<file path="src/rtl/load_store_unit_pkg.sv">
// Shared encodings for the load/store unit: funct3 access sizes, FSM states, abort fill.
package load_store_unit_pkg;

    localparam logic [2:0] LSU_B  = 3'b000;
    localparam logic [2:0] LSU_H  = 3'b001;
    localparam logic [2:0] LSU_W  = 3'b010;
    localparam logic [2:0] LSU_BU = 3'b100;
    localparam logic [2:0] LSU_HU = 3'b101;

    localparam logic [31:0] DEAD_BEEF = 32'hDEAD_BEEF;

    typedef enum logic [1:0] {
        IDLE = 2'b00,
        BUSY = 2'b01,
        DONE = 2'b10
    } lsu_state_e;

endpackage

</file>
<file path="src/rtl/lsu_align.sv">
// Combinational lane logic: store replication/strobes/misalignment and load extract/extend.
module lsu_align
    import load_store_unit_pkg::*;
(
    input  logic [2:0]  st_funct3,
    input  logic [1:0]  st_offset,
    input  logic [31:0] store_data,
    output logic [31:0] wdata,
    output logic [3:0]  wstrb,
    output logic        misaligned,
    input  logic [2:0]  ld_funct3,
    input  logic [1:0]  ld_offset,
    input  logic [31:0] rdata,
    output logic [31:0] load_value
);

    logic [31:0] shifted;

    // Unsigned encodings share the lane logic of their signed counterparts on the store side.
    always_comb begin
        wdata      = store_data;
        wstrb      = 4'b1111;
        misaligned = 1'b0;
        case (st_funct3)
            LSU_B, LSU_BU: begin
                wdata = {4{store_data[7:0]}};
                wstrb = 4'b0001 << st_offset;
            end
            LSU_H, LSU_HU: begin
                wdata      = {2{store_data[15:0]}};
                wstrb      = 4'b0011 << st_offset;
                misaligned = st_offset[0];
            end
            default: misaligned = |st_offset;
        endcase
    end

    always_comb begin
        shifted = rdata >> {ld_offset, 3'b000};
        case (ld_funct3)
            LSU_B:   load_value = {{24{shifted[7]}}, shifted[7:0]};
            LSU_BU:  load_value = {24'h0, shifted[7:0]};
            LSU_H:   load_value = {{16{shifted[15]}}, shifted[15:0]};
            LSU_HU:  load_value = {16'h0, shifted[15:0]};
            default: load_value = rdata;
        endcase
    end

endmodule

</file>
<file path="src/rtl/load_store_unit.sv">
// Multi-cycle load/store stage with req/ready bus and core stall.
// Optional bus timeout abort enabled by defining LSU_TIMEOUT_EN.
module load_store_unit
    import load_store_unit_pkg::*;
#(
    parameter int TIMEOUT_CYCLES = 255
) (
    input  logic        clk,
    input  logic        reset,
    input  logic        mem_read,
    input  logic        mem_write,
    input  logic [2:0]  funct3,
    input  logic [31:0] addr,
    input  logic [31:0] store_data,
    output logic [31:0] read_data,
    output logic        stall,
    output logic        misaligned,
    output logic        bus_req,
    output logic        bus_we,
    output logic [31:0] bus_addr,
    output logic [31:0] bus_wdata,
    output logic [3:0]  bus_wstrb,
    input  logic [31:0] bus_rdata,
    input  logic        bus_ready,
    output logic        bus_err,
    output lsu_state_e  debug_state
);

    lsu_state_e  state_q, state_d;
    logic [2:0]  funct3_q;
    logic [1:0]  offset_q;
    logic [31:0] wdata, load_value;
    logic [3:0]  wstrb;
    logic        access_misaligned, start, mis_start, timeout_hit;

    lsu_align u_align (
        .st_funct3  (funct3),
        .st_offset  (addr[1:0]),
        .store_data (store_data),
        .wdata      (wdata),
        .wstrb      (wstrb),
        .misaligned (access_misaligned),
        .ld_funct3  (funct3_q),
        .ld_offset  (offset_q),
        .rdata      (bus_rdata),
        .load_value (load_value)
    );

    assign bus_req     = (state_q == BUSY);
    assign debug_state = state_q;

    always_comb begin
        state_d   = state_q;
        stall     = 1'b0;
        start     = 1'b0;
        mis_start = 1'b0;
        case (state_q)
            IDLE: begin
                if (mem_read || mem_write) begin
                    if (access_misaligned) begin
                        mis_start = 1'b1;
                    end else begin
                        start   = 1'b1;
                        stall   = 1'b1;
                        state_d = BUSY;
                    end
                end
            end
            BUSY: begin
                stall = 1'b1;
                if (bus_ready || timeout_hit) state_d = DONE;
            end
            default: state_d = IDLE;
        endcase
    end

`ifdef LSU_TIMEOUT_EN
    localparam logic [7:0] TIMEOUT_LAST = 8'(TIMEOUT_CYCLES - 1);
    logic [7:0] wait_cnt;

    // Counter holds the number of BUSY cycles already spent without bus_ready.
    assign timeout_hit = (state_q == BUSY) && !bus_ready && (wait_cnt == TIMEOUT_LAST);

    always_ff @(posedge clk) begin
        if (!reset) begin
            wait_cnt <= 8'h0;
            bus_err  <= 1'b0;
        end else begin
            bus_err <= timeout_hit;
            if (start) wait_cnt <= 8'h0;
            else if (state_q == BUSY && !bus_ready) wait_cnt <= wait_cnt + 8'h1;
        end
    end
`else
    assign timeout_hit = 1'b0;
    assign bus_err     = 1'b0;
`endif

    always_ff @(posedge clk) begin
        if (!reset) begin
            state_q    <= IDLE;
            funct3_q   <= 3'b000;
            offset_q   <= 2'b00;
            read_data  <= 32'h0;
            misaligned <= 1'b0;
            bus_we     <= 1'b0;
            bus_addr   <= 32'h0;
            bus_wdata  <= 32'h0;
            bus_wstrb  <= 4'h0;
        end else begin
            state_q    <= state_d;
            misaligned <= mis_start;
            if (mis_start) read_data <= 32'h0;
            if (start) begin
                bus_addr  <= {addr[31:2], 2'b00};
                bus_we    <= mem_write;
                bus_wdata <= wdata;
                bus_wstrb <= mem_write ? wstrb : 4'h0;
                funct3_q  <= funct3;
                offset_q  <= addr[1:0];
            end
            if (state_q == BUSY && bus_ready && !bus_we) read_data <= load_value;
            if (timeout_hit) read_data <= DEAD_BEEF;
        end
    end

endmodule
</file>
<file path="config.mk">
export PLATFORM = sky130hd
export DESIGN_NAME = load_store_unit
export DESIGN_NICKNAME = d
export VERILOG_FILES = /design/src/rtl/load_store_unit_pkg.sv /design/src/rtl/lsu_align.sv /design/src/rtl/load_store_unit.sv
export SDC_FILE = /design/constraint.sdc
export NUM_CORES = 1
export LEC_CHECK = 0
export CORE_MARGIN = 3
export CORE_UTILIZATION = 46
export CTS_CLUSTER_SIZE = 14
export DETAILED_ROUTE_END_ITERATION = 10
export GPL_TIMING_DRIVEN = 0
export PLACE_DENSITY = 0.95
export SYNTH_ARGS = -nofsm -noshare
export SYNTH_HDL_FRONTEND = slang
export SYNTH_SLANG_ARGS = --single-unit
</file>
<file path="constraint.sdc">
create_clock -name clk -period 6.9 [get_ports clk]
set_clock_uncertainty 0.15 [all_clocks]
set_input_delay 1.725 -clock clk [delete_from_list [all_inputs] [get_ports clk]]
set_output_delay 1.725 -clock clk [all_outputs]
set_load 0.005 [all_outputs]
</file>
## Word-level counts from Yosys, hierarchy flattened

Cells that the tools add are included.

| cells by class | value |
|---|---|
| shift-type cells | 3 |
| reduce and logical (&&, ||, !) cells | 12 |
| multiplexer cells | 18 |
| equal/unequal tests | 10 |

Operator list:

| cell | count |
|---|---|
| 32-bit case mux with 4 select lines | 1 |
| 32-bit two-way mux | 2 |
| 32-bit case mux with 2 select lines | 1 |
| 32-bit by 5-bit >> shifter with 16-bit output | 1 |
| 3-bit == test, second input constant | 4 |
| 4-bit case mux with 2 select lines | 1 |
| 3-bit by 1-bit == test with 1-bit output, second input constant | 2 |
| 3-bit zero test | 2 |
| 1-bit two-way mux | 6 |
| 2-bit two-way mux | 3 |
| 2-bit OR reduction | 3 |
| 4-bit two-way mux | 1 |
| 2-bit inequality test, second input constant | 2 |
| 1-bit case mux with 2 select lines | 2 |
| 2-bit case mux with 2 select lines | 1 |
| 1-bit by 2-bit left shift with 4-bit output, first input constant | 1 |
| 2-bit by 2-bit left shift with 4-bit output, first input constant | 1 |
| 3-bit AND reduction | 1 |
| 2-bit by 1-bit == test with 1-bit output, second input constant | 1 |
| 1-bit logical AND | 2 |
| 2-bit zero test | 1 |
| 2-bit by 1-bit inequality test with 1-bit output, second input constant | 1 |
| 2-bit nonzero test | 1 |
| 1-bit zero test | 1 |
| 1-bit logical OR | 1 |

| storage, ports and cells | value |
|---|---|
| register bits after elaboration | 107 |
| output and inout port bits | 107 |
| input port bits | 104 |

## Depth between registers and ports, before layout

| depth | value |
|---|---|
| depth in word-level cells | 8 |
| depth in mapped cells | 7 |
| depth with buffers taken out | 4 |

## Hierarchy

From an unflattened synthesis, not the netlist that was laid out.

| unflattened totals | value |
|---|---|
| cells, all modules | 580 |
| area, all modules | 5236.3 um^2 |

By module, submodules not included:

| module | cells each | area each (um^2) | instances |
|---|---|---|---|
| load_store_unit | 405 | 4015.1 | 1 |
| lsu_align | 175 | 1221.2 | 1 |

## Least setup slack after synthesis

OpenSTA, ideal clock, no wires.

| timing | value |
|---|---|
| path kind | in2out |
| start point | input port funct3[1] |
| end point | output port stall |
| path slack | 2518 ps |
| data required time | 5025 ps |
| stages | 4 |
| arrival time | 2507 ps |
| path through | clkbuf_1 > nor2_1 > nor2_1 > o21ai_0 |

| between the ends | value |
|---|---|
| word-level cells in the longest chain between the ends | 6 |
| elaborated cells on any way between the ends | 10 |

RTL lines:

| element | line | source |
|---|---|---|
| from (decl) | load_store_unit.sv:12 | `input logic [2:0] funct3,` |
| 3-bit by 1-bit == test with 1-bit output (tied with other cells) | lsu_align.sv:24 | `case (st_funct3)` |
| 2-bit OR reduction | lsu_align.sv:24 |  |
| 1-bit case mux with 2 select lines (*) | lsu_align.sv:24 |  |
| 1-bit two-way mux (*) | load_store_unit.sv:60 | `if (access_misaligned) begin` |
| 1-bit two-way mux (*) | load_store_unit.sv:59 | `if (mem_read \|\| mem_write) begin` |
| 1-bit case mux with 2 select lines (*) | load_store_unit.sv:57 | `case (state_q)` |
| to (decl) | load_store_unit.sv:16 | `output logic stall,` |

Every way passes the cells marked *; elsewhere a longest branch is shown, timed or not.

## Worst setup path after layout

| timing | value |
|---|---|
| start point | input port funct3[0] |
| end point | output port stall |

Same word-level chain as after synthesis.

==> impl_metrics.xml <==
<?xml version="1.0" encoding="UTF-8"?>
<metrics>
  <group name="run_status">
    <metric name="run_status" unit="">complete, no violations</metric>
  </group>
  <group name="synthesis">
    <metric name="synth_enable_flop_cells" unit="">0</metric>
    <metric name="ys_top_cells_by_area" unit="">dfxtp_1 (44%), nand2_1 (12%), a21boi_0 (11%)</metric>
    <metric name="yosys.area.top_type" unit="">dfxtp_1</metric>
    <metric name="synth.distinct_cells" unit="">41</metric>
    <metric name="syn-cell-area" unit="sq um">4906</metric>
    <metric name="ys_seq_area_share" unit="%">43.66</metric>
    <metric name="yosys.area.top_type_share" unit="%">43.66</metric>
    <metric name="async_reset_ff_share" unit="%">0</metric>
    <metric name="postSynthCellCount" unit="">563</metric>
    <metric name="ys.warnings.count" unit="">0</metric>
    <metric name="ys_seq_elements" unit="">107</metric>
    <metric name="synth_top_flop_cell" unit="">dfxtp_1</metric>
    <metric name="syn_avg_cell_area" unit="sq um">8.714</metric>
  </group>
  <group name="placement">
    <metric name="pre_cts_slack" unit="ns">1.341</metric>
    <metric name="dpl.hpwl" unit="um">13140</metric>
    <metric name="numPortBuffers" unit="">204</metric>
    <metric name="postPlaceCellArea" unit="sq um">7126</metric>
    <metric name="routabilityCongestion" unit="">0.8973</metric>
  </group>
  <group name="clock_tree">
    <metric name="numClockSinks" unit="">107</metric>
    <metric name="htreeDepth" unit="">3</metric>
    <metric name="cts_resized" unit="">0</metric>
    <metric name="total_cts_buffers" unit="">9</metric>
    <metric name="post-cts-setup-buffers" unit="">0</metric>
    <metric name="hold_buffers" unit="">0</metric>
    <metric name="clock-root-buffer" unit="">clkbuf_8</metric>
    <metric name="worst_skew_pair.late_latency" unit="ns">0.37</metric>
    <metric name="clkTransAtPathRegs" unit="ns">0.10</metric>
    <metric name="cts_tree" unit="">done</metric>
    <metric name="cts.path.max_buffers" unit="">2</metric>
  </group>
  <group name="layout">
    <metric name="diodes" unit="">0</metric>
    <metric name="n_fill_cell" unit="">861</metric>
    <metric name="mostFrequentLayoutCell" unit="">clkdlybuf4s50_1</metric>
    <metric name="utilization" unit="%">70.58</metric>
    <metric name="layout-area-overhead-vs-synth" unit="%">49.20</metric>
    <metric name="layout.cell_area.non_filler" unit="sq um">7320</metric>
    <metric name="nNetsFinal" unit="">884</metric>
    <metric name="share_of_cells_above_drive_strength_1" unit="%">4.204</metric>
    <metric name="layout.cells.most_common_list" unit="">clkdlybuf4s50_1 (204), nand2_1 (156), dfxtp_1 (107), a21boi_0 (69), clkbuf_1 (42)</metric>
  </group>
  <group name="run">
    <metric name="drv.max_cap_violation_count" unit="">0</metric>
  </group>
  <group name="critical_path">
    <metric name="worstRegToRegCells" unit="">5</metric>
    <metric name="cp_data_arrival_time" unit="ns">3.74</metric>
    <metric name="cp-start-kind" unit="">primary input</metric>
    <metric name="cp_required" unit="ns">5.03</metric>
    <metric name="worstSetupPathType" unit="">primary input to primary output</metric>
    <metric name="critical_path_capture_point_type" unit="">primary output</metric>
    <metric name="crit_path_max_fanout" unit="">10</metric>
  </group>
  <group name="route">
    <metric name="route.vias.total" unit="">5132</metric>
    <metric name="routed_wl" unit="um">17060</metric>
    <metric name="met3_wirelength" unit="um">1634</metric>
    <metric name="drc" unit="">0</metric>
    <metric name="dr.pass1.iters" unit="">5</metric>
    <metric name="routed_via_density" unit="">5.572</metric>
    <metric name="drt-wirelength-per-cell" unit="um">18.52</metric>
    <metric name="wl_met1" unit="um">6627</metric>
    <metric name="drt_iter0_drc" unit="">448</metric>
    <metric name="top_layer" unit="">met4</metric>
    <metric name="detail-route-antenna-nets" unit="">0</metric>
    <metric name="met2_wl" unit="um">8259</metric>
  </group>
  <group name="die">
    <metric name="fp-row-count" unit="">37</metric>
    <metric name="ios" unit="">211</metric>
    <metric name="dieArea" unit="sq um">11940</metric>
    <metric name="dieHeight" unit="um">109.3</metric>
    <metric name="core-area" unit="sq um">10370</metric>
    <metric name="floorplan.die.width" unit="um">109.3</metric>
    <metric name="initial_utilization" unit="%">47.31</metric>
  </group>
  <group name="sta">
    <metric name="final-setup-viol-count" unit="">0</metric>
    <metric name="period_share" unit="%">81.34</metric>
    <metric name="timing.hold.ws" unit="ns">0.3176</metric>
    <metric name="timing_max_transition_violations_final" unit="">0</metric>
    <metric name="slew_headroom" unit="%">37.60</metric>
    <metric name="totalNegativeSetupSlack" unit="ns">0</metric>
    <metric name="tightestPinTransition" unit="ns">0.9288</metric>
    <metric name="finalCriticalPeriod" unit="ns">5.612</metric>
    <metric name="final_worst_setup_slack" unit="ns">1.288</metric>
    <metric name="final_hold_viols" unit="">0</metric>
    <metric name="timing.fmax" unit="MHz">178.2</metric>
    <metric name="grt_setup_unrepaired" unit="">no</metric>
  </group>
  <group name="global_routing">
    <metric name="grt_antenna_before_repair" unit="">0</metric>
    <metric name="grt_pass1_wl" unit="um">26150</metric>
    <metric name="grt.overflow.total" unit="">0</metric>
    <metric name="grt_pass1_vias" unit="">5156</metric>
    <metric name="maximum_number_of_pins_on_one_net_before_global_route_repair" unit="">17</metric>
    <metric name="grt.total_usage" unit="%">28.17</metric>
  </group>
  <group name="min_path">
    <metric name="hold-path-cell-count" unit="">2</metric>
    <metric name="holdCritPathClass" unit="">flop to flop</metric>
  </group>
  <group name="power">
    <metric name="irDropWorstVdd" unit="mV">0.1344</metric>
    <metric name="power.static_leakage" unit="uW">0.002803</metric>
    <metric name="cellPowerDensity" unit="nW/um^2">194.2</metric>
  </group>
</metrics>
power by group:
group / leakage [uW] / switching (uW) / internal (uW)
combinational: 0.00183 / 159 / 185
sequential: 0.000875 / 26.6 / 659
clock: 0.000101 / 214 / 179
worst max-delay path, cell delays in order:
cell             delay (ns)
clkdlybuf4s50_1        0.47
nor2_1                 0.60
nor2_1                 0.13
o21ai_0                0.26
clkdlybuf4s50_1        0.55
worst paths after layout:
| kind | end | slack, ns | from |
|---|---|---|---|
| worst min-delay path | bus_addr[3]$_SDFFE_PN0P_ | 0.32 | bus_addr[3]$_SDFFE_PN0P_ |
| worst max-delay path | stall | 1.29 | funct3[0] |
| worst max register to register | read_data[12]$_SDFFE_PN0P_ | 4.38 | debug_state[0]$_SDFFE_PN0P_ |
| worst min register to register | bus_addr[3]$_SDFFE_PN0P_ | 0.32 | bus_addr[3]$_SDFFE_PN0P_ |
per-layer routing:
layer / vias up / track usage, %
met4: 0 / 12.11
met3: 43 / 7.164
li1: 2401 / -
met2: 281 / 48.29
met5: - / 0
met1: 2407 / 33.31
through the flow:
stage / instances / power, uW
3_3_place_gp: 905 / 1027
5_1_grt: 921 / 1489
3_5_place_dp: 905 / 1039
2_1_floorplan: 565 / 838.4
4_1_cts: 921 / 1425
6_report: 921 / 1421
registers in the layout, indices dropped and copies added (netlist names):
register and cells:
bus_wdata 32, read_data 32, bus_addr 30, bus_wstrb 4
funct3_q 3, debug_state 2, offset_q 2, bus_we 1
misaligned 1
cell families (layout without fill, tap and decap cells):
group,Yosys count,after routing,synth area share [%]
simple gates,196,196,16.70
buf+inv,57,277,5.075
compound gates,164,164,26.22
mux,38,38,8.263
flops,107,107,43.66
other cells,1,3,0.07644
cell type report:
type                    instances  area [sq um]  share of cell area [%]
repair buffers                204          2042                   27.90
multi-input cells             401          2522                   34.46
well taps                     136         170.2                   2.325
inverters                       3         11.26                  0.1538
clock inverters                 4         48.80                  0.6667
plain buffers                  54         237.7                   3.248
clock buffers                  12         145.1                   1.983
flip-flops and latches        107          2142                   29.26
synthesized netlist by cell type (9+ instances only):
master    number
a22oi_1       16
a21boi_1      10
clkbuf_1      40
o211ai_1      12
o21ai_0       10
dfxtp_1      107
nor2_1         9
nand2_1      156
a21boi_0      69
and3_1         9
mux2i_1       36
nand3_1       10
o211a_1       16
(Power assumes the default switching activity.)
